$ cat src/rtl/decoded_branch_resolver.sv
// Decode-stage early branch-misprediction detector: flags the oldest mispredicted lane, squashes
// younger lanes and reports the redirect PC and repaired history, held stable across a group.
module decoded_branch_resolver #(
  parameter int unsigned DECODE_WIDTH = 2,
  parameter int unsigned PC_WIDTH     = 32,
  parameter int unsigned GHIST_WIDTH  = 10
) (
  input  logic                                                clk,
  input  logic                                                rst,
  input  logic                                                stall,
  input  logic                                                decodeComplete,
  input  logic [DECODE_WIDTH-1:0]                             insnValidIn,
  input  logic [32*DECODE_WIDTH-1:0]                          isf,
  input  logic [(1+PC_WIDTH+GHIST_WIDTH)*DECODE_WIDTH-1:0]    brPredIn,
  input  logic [PC_WIDTH*DECODE_WIDTH-1:0]                    pc,
  input  logic [3*DECODE_WIDTH-1:0]                           insnInfo,
  output logic [DECODE_WIDTH-1:0]                             insnValidOut,
  output logic [DECODE_WIDTH-1:0]                             insnFlushed,
  output logic [DECODE_WIDTH-1:0]                             insnFlushTriggering,
  output logic                                                flushTriggered,
  output logic [(1+PC_WIDTH+GHIST_WIDTH)*DECODE_WIDTH-1:0]    brPredOut,
  output logic [PC_WIDTH-1:0]                                 recoveredPC,
  output logic [GHIST_WIDTH-1:0]                              recoveredBrHistory
);

  localparam int unsigned DW    = DECODE_WIDTH;
  localparam int unsigned PW    = PC_WIDTH;
  localparam int unsigned GW    = GHIST_WIDTH;
  localparam int unsigned BW    = 1 + PW + GW;
  localparam int unsigned ResW  = 3 * DW + BW * DW + PW + GW;

  logic [DW-1:0]    valid_out, flushed, trig;
  logic [BW*DW-1:0] bp_out;
  logic [PW-1:0]    rpc;
  logic [GW-1:0]    rhist;
  logic             found;

  logic [31:0]      lane_word;
  logic [PW-1:0]    lane_pc, lane_addr, lane_tgt, out_addr, j_imm, b_imm;
  logic [GW-1:0]    lane_ghist;
  logic             lane_taken, is_cond, is_jal, is_jalr, mis, out_taken;
  logic [7*DW-1:0]  opcode_bits;

  always_comb begin
    valid_out   = '0;
    flushed     = '0;
    trig        = '0;
    bp_out      = '0;
    rpc         = '0;
    rhist       = '0;
    found       = 1'b0;
    lane_word   = '0;
    lane_pc     = '0;
    lane_addr   = '0;
    lane_tgt    = '0;
    out_addr    = '0;
    j_imm       = '0;
    b_imm       = '0;
    lane_ghist  = '0;
    lane_taken  = 1'b0;
    is_cond     = 1'b0;
    is_jal      = 1'b0;
    is_jalr     = 1'b0;
    mis         = 1'b0;
    out_taken   = 1'b0;
    opcode_bits = '0;
    for (int i = 0; i < DW; i++) begin
      lane_word  = isf[i*32 +: 32];
      lane_pc    = pc[i*PW +: PW];
      lane_taken = brPredIn[i*BW + PW + GW];
      lane_addr  = brPredIn[i*BW + GW +: PW];
      lane_ghist = brPredIn[i*BW +: GW];
      is_cond    = insnInfo[i*3 + 2];
      is_jal     = insnInfo[i*3 + 1];
      is_jalr    = insnInfo[i*3];
      opcode_bits[i*7 +: 7] = lane_word[6:0];
      j_imm = {{(PW-21){lane_word[31]}}, lane_word[31], lane_word[19:12], lane_word[20],
               lane_word[30:21], 1'b0};
      b_imm = {{(PW-13){lane_word[31]}}, lane_word[31], lane_word[7], lane_word[30:25],
               lane_word[11:8], 1'b0};
      mis       = 1'b0;
      lane_tgt  = lane_pc + PW'(4);
      out_taken = lane_taken;
      out_addr  = lane_addr;
      if (is_jal) begin
        lane_tgt  = lane_pc + j_imm;
        mis       = !lane_taken || (lane_addr != lane_tgt);
        out_taken = 1'b1;
        out_addr  = lane_tgt;
      end else if (is_cond) begin
        lane_tgt = lane_pc + b_imm;
        mis      = lane_taken && (lane_addr != lane_tgt);
        out_addr = lane_tgt;
      end else if (!is_jalr) begin
        // Non-control instruction predicted taken: fall through to the next sequential PC.
        mis       = lane_taken;
        out_taken = 1'b0;
        out_addr  = lane_pc + PW'(4);
      end
      if (insnValidIn[i]) begin
        bp_out[i*BW +: BW] = brPredIn[i*BW +: BW];
        if (found) begin
          flushed[i] = 1'b1;
        end else begin
          valid_out[i] = 1'b1;
          if (mis) begin
            found              = 1'b1;
            trig[i]            = 1'b1;
            bp_out[i*BW +: BW] = {out_taken, out_addr, lane_ghist};
            rpc                = lane_tgt;
            rhist              = is_cond ? {lane_ghist[GW-2:0], 1'b1} : lane_ghist;
          end
        end
      end
    end
  end

  logic unused_opcode;
  assign unused_opcode = ^opcode_bits;

  logic            first_cycle_q, first_cycle_d;
  logic [ResW-1:0] res_q, res_d, res_c, res;

  assign res_c = {valid_out, flushed, trig, bp_out, rpc, rhist};

  always_comb begin
    first_cycle_d = first_cycle_q;
    res_d         = res_q;
    if (!stall) begin
      first_cycle_d = decodeComplete;
      if (first_cycle_q) res_d = res_c;
    end
  end

  always_ff @(posedge clk) begin
    if (rst) begin
      first_cycle_q <= 1'b1;
      res_q         <= '0;
    end else begin
      first_cycle_q <= first_cycle_d;
      res_q         <= res_d;
    end
  end

  // Later cycles of a multi-cycle group replay the result captured on its first cycle.
  assign res = first_cycle_q ? res_c : res_q;
  assign {insnValidOut, insnFlushed, insnFlushTriggering, brPredOut, recoveredPC,
          recoveredBrHistory} = res;
  assign flushTriggered = |insnFlushTriggering;

endmodule

$ cat config.mk
export PLATFORM = sky130hd
export DESIGN_NAME = decoded_branch_resolver
export DESIGN_NICKNAME = d
export VERILOG_FILES = /design/src/rtl/decoded_branch_resolver.sv
export SDC_FILE = /design/constraint.sdc
export NUM_CORES = 1
export LEC_CHECK = 0
export ABC_AREA = 1
export CAP_MARGIN = 25
export CORE_ASPECT_RATIO = 0.9
export CORE_MARGIN = 3
export CORE_UTILIZATION = 35
export CTS_CLUSTER_SIZE = 30
export DETAILED_ROUTE_END_ITERATION = 16
export PLACE_DENSITY_LB_ADDON = 0.05
export SYNTH_ARGS = -nofsm -noshare
export SYNTH_HDL_FRONTEND = slang
export SYNTH_SLANG_ARGS = --single-unit
$ cat constraint.sdc
create_clock -name clk -period 5.2 [get_ports clk]
set_input_delay 1.04 -clock clk [delete_from_list [all_inputs] [get_ports clk]]
set_output_delay 1.04 -clock clk [all_outputs]
set_load 0.05 [all_outputs]
# Word-level counts from Yosys, hierarchy flattened
# Cells that the tools add are included.
# word_totals
reg_bits	135
input_bits	226
out_inout_bits	135
wordCells	69
# classes
add_sub_neg	6
eq_ne	4
n_mux	50
reduce_logical	7
# ops
cell	n
$mux W32	15
$mux W43	5
$mux W134	1
$add A32 B32 Y32	4
$ne A32 B32 Y1	4
$mux W10	7
$add A32 B3 Y32 const B	2
$mux W1	22
$logic_and A1 B1 Y1	2
$logic_not A1 Y1	2
$logic_or A1 B1 Y1	2
$reduce_or A2 Y1	1

# Depth between registers and ports, before layout
# Gate-level depths: netlist of the first run.
# logic_depth
depth_word	12
ltp_mapped	31
mapped_depth_nobuf	30

# Worst setup path after synthesis of the first run
# No wires, ideal clock.
# synth_path
path_type	input -> output
start	in isf[8]
end	out flushTriggered
arrival_ns	4.729
slack_ns	-0.569
cell_stages	26
n_path_buf	1
cell_sequence	ha_1 > inv_1 > fa_1 > inv_1 > nand3_1 > nand2_1 > nand2_1 > nand2_1 > nand2_1 > nand2_1 > nand2_1 > nand2_1 > nand2_1 > nand2_1 > inv_1 > nand2_1 > nor2_1 > nand2_1 > nor2_1 > nand3_1 > nand2_1 > nand2_1 > nand3_2 > buf_2 > o21ai_0 > or2_2
# synth_between
word_cells_on_any_way	11
classes_between	1 x add/sub; 1 x eq/ne; 7 x mux; 2 x reduce/logical
# synth_lines
item	line	rtl
start: declaration	13	input logic [32*DECODE_WIDTH-1:0] isf,
$add A32 B32 Y32	91	lane_tgt = lane_pc + b_imm;
$ne A32 B32 Y1	92	mis = lane_taken && (lane_addr != lane_tgt);
$logic_and A1 B1 Y1	92	
$mux W1	90	end else if (is_cond) begin
$mux W1	85	if (is_jal) begin
$mux W1	106	if (mis) begin
$mux W1	100	if (insnValidIn[i]) begin
$mux W134	-	
via insnFlushTriggering[0]	19	output logic [DECODE_WIDTH-1:0] insnFlushTriggering,
$reduce_or A2 Y1	149	assign flushTriggered = |insnFlushTriggering;
end: declaration	20	output logic flushTriggered,
# The timed path passes the listed nets, and every way through them passes these cells.

# Worst setup path after layout of the first run
# layout_path
start	in pc[1]
end	out brPredOut[15]
# layout_between
elab_chain_cells	8
word_cells_on_any_way	15
classes_between	3 x add/sub; 2 x eq/ne; 8 x mux; 2 x reduce/logical
# layout_lines
item	line	rtl
start: declaration	15	input logic [PC_WIDTH*DECODE_WIDTH-1:0] pc,
$add A32 B32 Y32	91	
$ne A32 B32 Y1	92	
$logic_and A1 B1 Y1	92	
$mux W1	90	
$mux W1	85	
$mux W43 (*)	106	
$mux W43 (*)	100	
$mux W134 (*)	-	
end: declaration	21	output logic [(1+PC_WIDTH+GHIST_WIDTH)*DECODE_WIDTH-1:0] brPredOut,
# Mark *: on every way between the ends. The rest lies on a longest branch, timed or not.

==> results of run 1 <==
-- what timing repair did --
action	4_1_cts	5_1_grt
gates cloned	12	7
pin swaps	112	214
setup buffers	74	56
endpoints found under the setup margin	112	113
gates resized for setup	655	622
-- final cells by class --
cell class,count,area [µm²]
clock buffers,18,450
clock inverters,14,166
fillers,5548,20700
inverters,551,2090
multi-input cells,3306,20500
flip-flops and latches,135,2710
well taps,783,980
repair buffers,1276,12500
-- metrics by stage --
| stage | utilization | cell area, µm² | setup TNS [ns] | power, µW | setup slack [ns] |
|---|---|---|---|---|---|
| floorplan | - | 21500 | -0.139 | 3320 | -0.139 |
| global placement | 0.545 | 32700 | -143.82 | 5730 | -1.34 |
| detailed placement | 0.545 | 32700 | -148.79 | 5720 | -1.36 |
| CTS | 0.612 | 36700 | -50.38 | 7540 | -0.557 |
| global route | 0.656 | 39300 | -63.81 | 8360 | -0.668 |
| finish | 0.656 | 39300 | -50.10 | 8000 | -0.551 |
-- worst paths after layout --
kind | from | endpoint | slack [ns]
worst max-delay path | pc[1] | brPredOut[15] | -0.55
worst min-delay path | res_q[130]$_SDFFE_PP0N_ | res_q[130]$_SDFFE_PP0N_ | 0.45
worst max register to register | first_cycle_q$_SDFFE_PP1N_ | res_q[3]$_SDFFE_PP0N_ | 1.97
worst min register to register | res_q[130]$_SDFFE_PP0N_ | res_q[130]$_SDFFE_PP0N_ | 0.45
-- state kept, by name, summed over array words and instances, names as in the netlist --
register       cells
first_cycle_q      1
res_q            134
-- placed cells by master, fill, tap and decap left out, types with 9 or more instances in the layout --
master,count
sky130_fd_sc_hd__nor2_2,77
sky130_fd_sc_hd__xnor2_1,16
sky130_fd_sc_hd__a21oi_2,48
sky130_fd_sc_hd__a31oi_4,30
sky130_fd_sc_hd__nand3_1,375
sky130_fd_sc_hd__o21ai_2,13
sky130_fd_sc_hd__nand2_2,225
sky130_fd_sc_hd__nor2_4,31
sky130_fd_sc_hd__dfxtp_1,134
sky130_fd_sc_hd__clkdlybuf4s50_1,130
sky130_fd_sc_hd__xnor3_1,12
sky130_fd_sc_hd__nor3_2,9
sky130_fd_sc_hd__nand3_2,77
sky130_fd_sc_hd__a21oi_1,178
sky130_fd_sc_hd__ha_4,80
sky130_fd_sc_hd__buf_12,153
sky130_fd_sc_hd__nor3_1,20
sky130_fd_sc_hd__xor2_1,48
sky130_fd_sc_hd__nand2_1,1296
sky130_fd_sc_hd__nor2_1,253
sky130_fd_sc_hd__nand4_1,85
sky130_fd_sc_hd__buf_6,42
sky130_fd_sc_hd__nand3_4,37
sky130_fd_sc_hd__o211ai_1,9
sky130_fd_sc_hd__inv_1,489
sky130_fd_sc_hd__nand2_4,65
sky130_fd_sc_hd__dlymetal6s2s_1,29
sky130_fd_sc_hd__o21ai_1,26
sky130_fd_sc_hd__a21oi_4,9
sky130_fd_sc_hd__clkbuf_16,24
sky130_fd_sc_hd__o221ai_1,21
sky130_fd_sc_hd__dlygate4sd2_1,39
sky130_fd_sc_hd__inv_2,54
sky130_fd_sc_hd__a22o_1,20
sky130_fd_sc_hd__o21ai_0,118
sky130_fd_sc_hd__a22oi_2,10
sky130_fd_sc_hd__a31oi_1,12
sky130_fd_sc_hd__buf_4,831
sky130_fd_sc_hd__clkbuf_2,18
-- power groups by stage --
stage	logic (µW)	clock network [µW]	registers [µW]
after floorplan	2180	0	1140
after global placement	4580	0	1150
after detailed placement	4570	0	1150
after CTS	5040	1380	1130
after global routing	5810	1410	1140
final	5510	1360	1130
-- worst reg2reg max path, cell delays in order (launching register included) --
cell	delay [ns]
sky130_fd_sc_hd__dfxtp_4	0.50
sky130_fd_sc_hd__nand2_1	0.49
sky130_fd_sc_hd__inv_2	0.55
sky130_fd_sc_hd__buf_4	0.31
sky130_fd_sc_hd__nand4_1	0.17
sky130_fd_sc_hd__buf_4	0.16
sky130_fd_sc_hd__buf_4	0.12
sky130_fd_sc_hd__buf_4	0.12
sky130_fd_sc_hd__buf_4	0.12
sky130_fd_sc_hd__buf_4	0.12
sky130_fd_sc_hd__buf_4	0.12
sky130_fd_sc_hd__buf_4	0.12
sky130_fd_sc_hd__buf_4	0.12
sky130_fd_sc_hd__nand3_2	0.06
sky130_fd_sc_hd__nand2_1	0.07
sky130_fd_sc_hd__inv_1	0.04
-- cell families after synthesis --
kind of cell	Yosys count
buffers and inverters	700
and+or+nand+nor	2586
AOI/OAI and AO/OA	548
adders and majority gates	92
xor gates and xnor gates	79
DFF	135
-- routing by layer --
metal	routed length, µm	up-vias
met5	16	-
met1	50700	15000
met2	59300	1384
met4	11200	2
met3	7630	424
li1	-	15700
==> metrics.cfg, run 1 <==
[yosys]
postSynth.topFlopCell=sky130_fd_sc_hd__dfxtp_1
synth_xor_area_frac=0.0415
synth-compound-area-share=0.147
synth_most_common_cell=sky130_fd_sc_hd__nand2_1
synth_seq_cells=135
yosysWarningCount=0
synthesis.area_mm2=0.0213
library_cell_with_the_largest_summed_area_after_synthesis=sky130_fd_sc_hd__nand2_1
synth-edff-count=0
synth_top_family_by_area=simple AND/OR/NAND/NOR gates
yosysUniqueCellTypes=50
postSynthAreaPerCell_um2=5.14
synth_largest_type_area_fraction=0.280
simple_logic_cell_fraction_of_the_synthesized_area=0.503
synth-seq-area-share=0.127
net_count_after_synthesis=4458
synth.top_cells.by_count=sky130_fd_sc_hd__nand2_1, sky130_fd_sc_hd__inv_1, sky130_fd_sc_hd__nand3_1
synth.top_cells.by_area=sky130_fd_sc_hd__nand2_1, sky130_fd_sc_hd__dfxtp_1, sky130_fd_sc_hd__nand3_1
async_flop_share=0
post_synthesis_mux_area_share=0
synthCells=4140
synthAdderAreaFrac=0.0555

[setup_path]
cp.buffers_inverters=8
reg2regPathDepth=15
critical_path_class=in2out
worst_path_dominant_cell_family=simple AND/OR/NAND/NOR gates
worstPathRequired_ns=4.16
slowest_delay_ns=0.46
cp.depth=28
setup.worst_path.end_class=output port
start_kind=input pin
critPathMaxFanout=9
critical_path.slowest_cell=sky130_fd_sc_hd__fa_2
worst-endpoint-arrival_ns=4.71
critPathMostFrequentCell=sky130_fd_sc_hd__nand2_1

[drt]
drt-wirelength-per-cell_um=21.2
detailedRoute.firstIterationViolations=3104
drt-total-wl_mm=129
route.vias.total=32500
drt-pass1-iter-count=7
ant_nets=0
via_per_inst=5.34
route.detailed.drc=0

[clocking]
clock_tree.root_cell=sky130_fd_sc_hd__clkbuf_16
ctsLongestPathBuffers=2
cts_htree_levels=4
cts-buffers-inserted=17
cts_hold_buf=0
cts.clk_slew.worst_paths_ns=0.07
clock_insertion_delay_worst_skew_ns=0.48
count_of_clock_tree_sinks=135
tritoncts=built

[finish]
final_net_count=5605
syn_to_final_growth_pct=84.6
finish.cell_count_without_fillers=6083
post_route_cells_drive_above_1_share=0.365
antenna_diode_count=0

[grt]
vias_in_the_first_global_route=30400
groute.layer.met3.usage=0.0459
global_route_wire_length_before_repair_mm=183
antenna_found_initial=1
grt_start_max_net_pins=76
grt_util_met2=0.643
grt_remaining_overflow=0
grtUsageMet1=0.450
top_usage_layer=met2
grt_usage=0.380

[sta]
slew_viol_final=0
finalHoldViolations=0
fin_crit_ns=5.75
min_period_over_period=1.11
rsz0062_at_grt=true
setup_ws_ns=-0.551
worstMarginPinSlew_ns=0.998
fin_worst_hold_slack_ns=0.448
setup_viol=112
maxSlewHeadroom=0.334
finClkSkew_ns=0.0121
max_clock_freq_mhz=174

[floorplanning]
start_util=0.355
fp.dieH_um=240
die_area_mm2=0.0638
core.rowCount=85
fp.coreArea_mm2=0.0600
io-pin-count=361
die-width_um=266

[placed_design]
gp_routability_congestion=1.03
post-dp-hpwl_mm=101
portBuffers=346
place.detailed.instances=5922

[power]
power_frac_seq=0.142
total_switching_power_uw=3780
combPwrFrac=0.689
cell_internal_pwr_uw=4220
vdd.ir_drop.worst_mv=0.195
p_leak_uw=0.0198
cell_pwr_density_mw_per_mm2=203
clockPowerShare=0.170
sw_frac_of_total=0.473

[status]
violations_in_the_final_reports=negative setup slack
result_of_the_run=finished with violations

[hold_path]
holdCritPathClass=reg2reg
worstHoldPathCells=2

[job]
maxCapViolations=0

Note: power is estimated with default switching activity, not from simulation.
==> run 2: changes to the inputs <==
- CORE_UTILIZATION: 35 -> 55
==> metrics.cfg, run 2 <==
[yosys]
synth-seq-area-share=0.127
synthCells=4140
synth_largest_type_area_fraction=0.280
postSynth.topFlopCell=sky130_fd_sc_hd__dfxtp_1
synth.top_cells.by_count=sky130_fd_sc_hd__nand2_1, sky130_fd_sc_hd__inv_1, sky130_fd_sc_hd__nand3_1
synth_seq_cells=135
net_count_after_synthesis=4458
synth_most_common_cell=sky130_fd_sc_hd__nand2_1
yosysUniqueCellTypes=50
postSynthAreaPerCell_um2=5.14
library_cell_with_the_largest_summed_area_after_synthesis=sky130_fd_sc_hd__nand2_1
yosysWarningCount=0
synthesis.area_mm2=0.0213
synth-edff-count=0
synth.top_cells.by_area=sky130_fd_sc_hd__nand2_1, sky130_fd_sc_hd__dfxtp_1, sky130_fd_sc_hd__nand3_1
async_flop_share=0

[grt]
vias_in_the_first_global_route=39300
global_route_wire_length_before_repair_mm=231
grt_remaining_overflow=214
grt_start_max_net_pins=76
grt_usage=0.714

[floorplanning]
start_util=0.564
core.rowCount=67
die-width_um=213
io-pin-count=361
fp.dieH_um=193

[status]
flow.first_error=[ERROR GRT-0116] Global routing finished with congestion. Check the congestion regions in the DRC Viewer.
last-stage-reached=global routing (5_1_grt)
result_of_the_run=stopped before the end

[clocking]
count_of_clock_tree_sinks=135
cts-buffers-inserted=17
cts_hold_buf=0
cts_htree_levels=4
ctsLongestPathBuffers=2
clock_tree.root_cell=sky130_fd_sc_hd__clkbuf_16

[placed_design]
gp_routability_congestion=1.15
post-dp-hpwl_mm=82.1
place.detailed.instances=5454
placement.setup.worst_slack_ns=-0.974
portBuffers=346

==> run 2: repair_timing <==
action / in CTS
gates resized for setup: 639
gates cloned: 6
buffers inserted: 42
endpoints found under the setup margin: 112
pin swaps: 118
hold endpoints to repair: 0
==> run 2: cells by family after synthesis <==
| family | after synthesis | synth area share |
|---|---|---|
| buf+inv | 700 | 0.126 |
| xor+xnor | 79 | 0.0415 |
| flops | 135 | 0.127 |
| compound gates | 548 | 0.147 |
| simple gates | 2586 | 0.503 |
| fa+ha+maj | 92 | 0.0555 |
==> run 2: per-stage QoR <==
stage,cell area (µm²),TNS [ns]
after global placement,31000,-91.82
after floorplan,21500,-0.139
after detailed placement,31000,-96.67
after CTS,34300,-33.67
==> run 2: per-layer routing <==
layer / track usage / overflow
met1: 0.697 / 0
met2: 0.912 / 131
met3: 0.542 / 4
met4: 0.725 / 78
met5: 0.223 / 1
==> run 3: changes to the inputs <==
- CORE_ASPECT_RATIO: 0.9 -> default
- CORE_UTILIZATION: 55 -> 40
- CTS_CLUSTER_SIZE: 30 -> default
- PLACE_DENSITY_LB_ADDON: 0.05 -> 0.15
==> metrics.cfg, run 3 (same netlist as run 1, synthesis figures left out) <==
[status]
result_of_the_run=finished with violations
violations_in_the_final_reports=negative setup slack

[floorplanning]
io-pin-count=361
start_util=0.409
core.rowCount=83
die-width_um=237
fp.coreArea_mm2=0.0520
fp.dieH_um=237
die_area_mm2=0.0560

[setup_path]
critPathMaxFanout=8
start_kind=input pin
worst-endpoint-arrival_ns=4.89
setup.worst_path.end_class=output port
rr_startpoint=first_cycle_q$_SDFFE_PP1N_
critical_path_class=in2out
worstPathRequired_ns=4.16
setup.worst_path.start=pc[1]

[power]
total_switching_power_uw=3710
vdd.ir_drop.worst_mv=0.261
fin_total_pwr_uw=7800
cell_pwr_density_mw_per_mm2=208
cell_internal_pwr_uw=4080
p_leak_uw=0.0192
sw_frac_of_total=0.476
power_frac_seq=0.145
clockPowerShare=0.174
combPwrFrac=0.681

[clocking]
cts.clk_slew.worst_paths_ns=0.07
count_of_clock_tree_sinks=135
clock_tree.root_cell=sky130_fd_sc_hd__clkbuf_16
tritoncts=built
cts-buffers-inserted=17
ctsLongestPathBuffers=2
cts_htree_levels=4
clock_insertion_delay_worst_skew_ns=0.50
cts_hold_buf=0

[grt]
vias_in_the_first_global_route=31500
global_route_wire_length_before_repair_mm=185
grt_usage=0.429
grt_remaining_overflow=0
grt_start_max_net_pins=75
antenna_found_initial=4

[placed_design]
dpl_cell_area_mm2=0.0324
portBuffers=346
post-dp-hpwl_mm=97.7
gp_routability_congestion=1.10
placement.setup.worst_slack_ns=-1.42

[hold_path]
holdCritPathClass=reg2reg
worst_min_path_start=res_q[72]$_SDFFE_PP0N_

[finish]
syn_to_final_growth_pct=76.1
design_area_mm2=0.0375
layout.cells.most_common=sky130_fd_sc_hd__nand2_1
post_route_cells_drive_above_1_share=0.318
layout.area.seq_mm2=0.00271
most-common-layout-cells=sky130_fd_sc_hd__nand2_1, sky130_fd_sc_hd__buf_4, sky130_fd_sc_hd__inv_1, sky130_fd_sc_hd__nand3_1, sky130_fd_sc_hd__nor2_1
nFillCells=4505
register_ranked_first_by_flip_flop_count=res_q
multiInputGateArea_mm2=0.0195
postLayoutCoreUtil=0.721
top_flop_regs=res_q x134, first_cycle_q x1
final_net_count=5554
largest_reg_flops=134

[sta]
rsz0062_at_grt=true
worstMarginPinSlew_ns=0.970
setup_ws_ns=-0.731
setup_viol=113
finalHoldViolations=0
maxSlewHeadroom=0.353
fin_crit_ns=5.93
min_period_over_period=1.14
finClkSkew_ns=0.0153
slew_viol_final=0
max_clock_freq_mhz=169
totalNegativeSetupSlack_ns=-69.89

[drt]
drt-wirelength-per-cell_um=21.4
route.vias.total=32900
detailedRoute.firstIterationViolations=3399
drt-pass1-iter-count=9
ant_nets=0
via_per_inst=5.55
route.detailed.drc=0
drt-total-wl_mm=127

[job]
maxCapViolations=0

[run 3: stage by stage]
stage          hold WS [ns]  cells
5_1_grt               0.487   5932
3_5_place_dp          0.455   5795
3_3_place_gp          0.451   5795
6_report              0.465   5932
2_1_floorplan         0.425   4140
4_1_cts               0.467   5910
[run 3: area by class of cell]
class | instances | area share
Multi-Input combinational cell | 3305 | 0.519
Antenna cell | 3 | 0.000200
Sequential cell | 135 | 0.0722
Tap cell | 680 | 0.0227
Timing Repair Buffer | 1226 | 0.314
Clock inverter | 15 | 0.00481
Inverter | 551 | 0.0555
Clock buffer | 17 | 0.0113
[run 3: worst paths after layout]
| check | endpoint | slack, ns | depth (start not counted) |
|---|---|---|---|
| worst min register to register | res_q[72]$_SDFFE_PP0N_ | 0.47 | 2 |
| worst max register to register | res_q[127]$_SDFFE_PP0N_ | 1.43 | 20 |
| worst max-delay path | recoveredPC[28] | -0.73 | 26 |
| worst min-delay path | res_q[72]$_SDFFE_PP0N_ | 0.47 | 2 |
[run 3: what timing repair did]
| action | 4_1_cts | 5_1_grt |
|---|---|---|
| gates resized for setup | 770 | 147 |
| pin swaps | 145 | 96 |
| endpoints found under the setup margin | 112 | 113 |
| setup buffers | 74 | 22 |
| gates cloned | 12 | 2 |
[run 3: power by group through the flow]
stage | registers, µW | logic [µW] | clock network, µW
2_1_floorplan | 1140 | 2180 | 0
3_3_place_gp | 1150 | 4510 | 0
3_5_place_dp | 1150 | 4520 | 0
4_1_cts | 1130 | 5050 | 1350
5_1_grt | 1140 | 5590 | 1400
6_report | 1130 | 5310 | 1350
[run 3: critical path, cell delays in order]
cell and delay (ns):
sky130_fd_sc_hd__buf_8 0.09, sky130_fd_sc_hd__ha_4 0.18, sky130_fd_sc_hd__inv_2 0.05, sky130_fd_sc_hd__fa_2 0.65, sky130_fd_sc_hd__o21ai_2 0.07, sky130_fd_sc_hd__nor2_1 0.15, sky130_fd_sc_hd__nand2_2 0.12, sky130_fd_sc_hd__nor2_2 0.15
sky130_fd_sc_hd__nand2_1 0.08, sky130_fd_sc_hd__nor2_2 0.10, sky130_fd_sc_hd__nand2_1 0.07, sky130_fd_sc_hd__nor2_2 0.11, sky130_fd_sc_hd__nand2_1 0.08, sky130_fd_sc_hd__nor2_2 0.13, sky130_fd_sc_hd__nand4_1 0.15, sky130_fd_sc_hd__nor2_4 0.17
sky130_fd_sc_hd__nand4_1 0.22, sky130_fd_sc_hd__nand3_4 0.20, sky130_fd_sc_hd__nand2_4 0.10, sky130_fd_sc_hd__nor2_8 0.13, sky130_fd_sc_hd__buf_6 0.12, sky130_fd_sc_hd__buf_12 0.12, sky130_fd_sc_hd__buf_12 0.15, sky130_fd_sc_hd__nand2_2 0.10
sky130_fd_sc_hd__a31oi_4 0.18, sky130_fd_sc_hd__buf_12 0.16
[run 3: routing by layer]
layer  up-vias  global-route usage  wire length (µm)
li1      15600                   -                 -
met1     15000               0.478             45800
met2      1761               0.709             58000
met3       565              0.0756             10100
met4         0               0.364             13400
met5         -                   0                 0
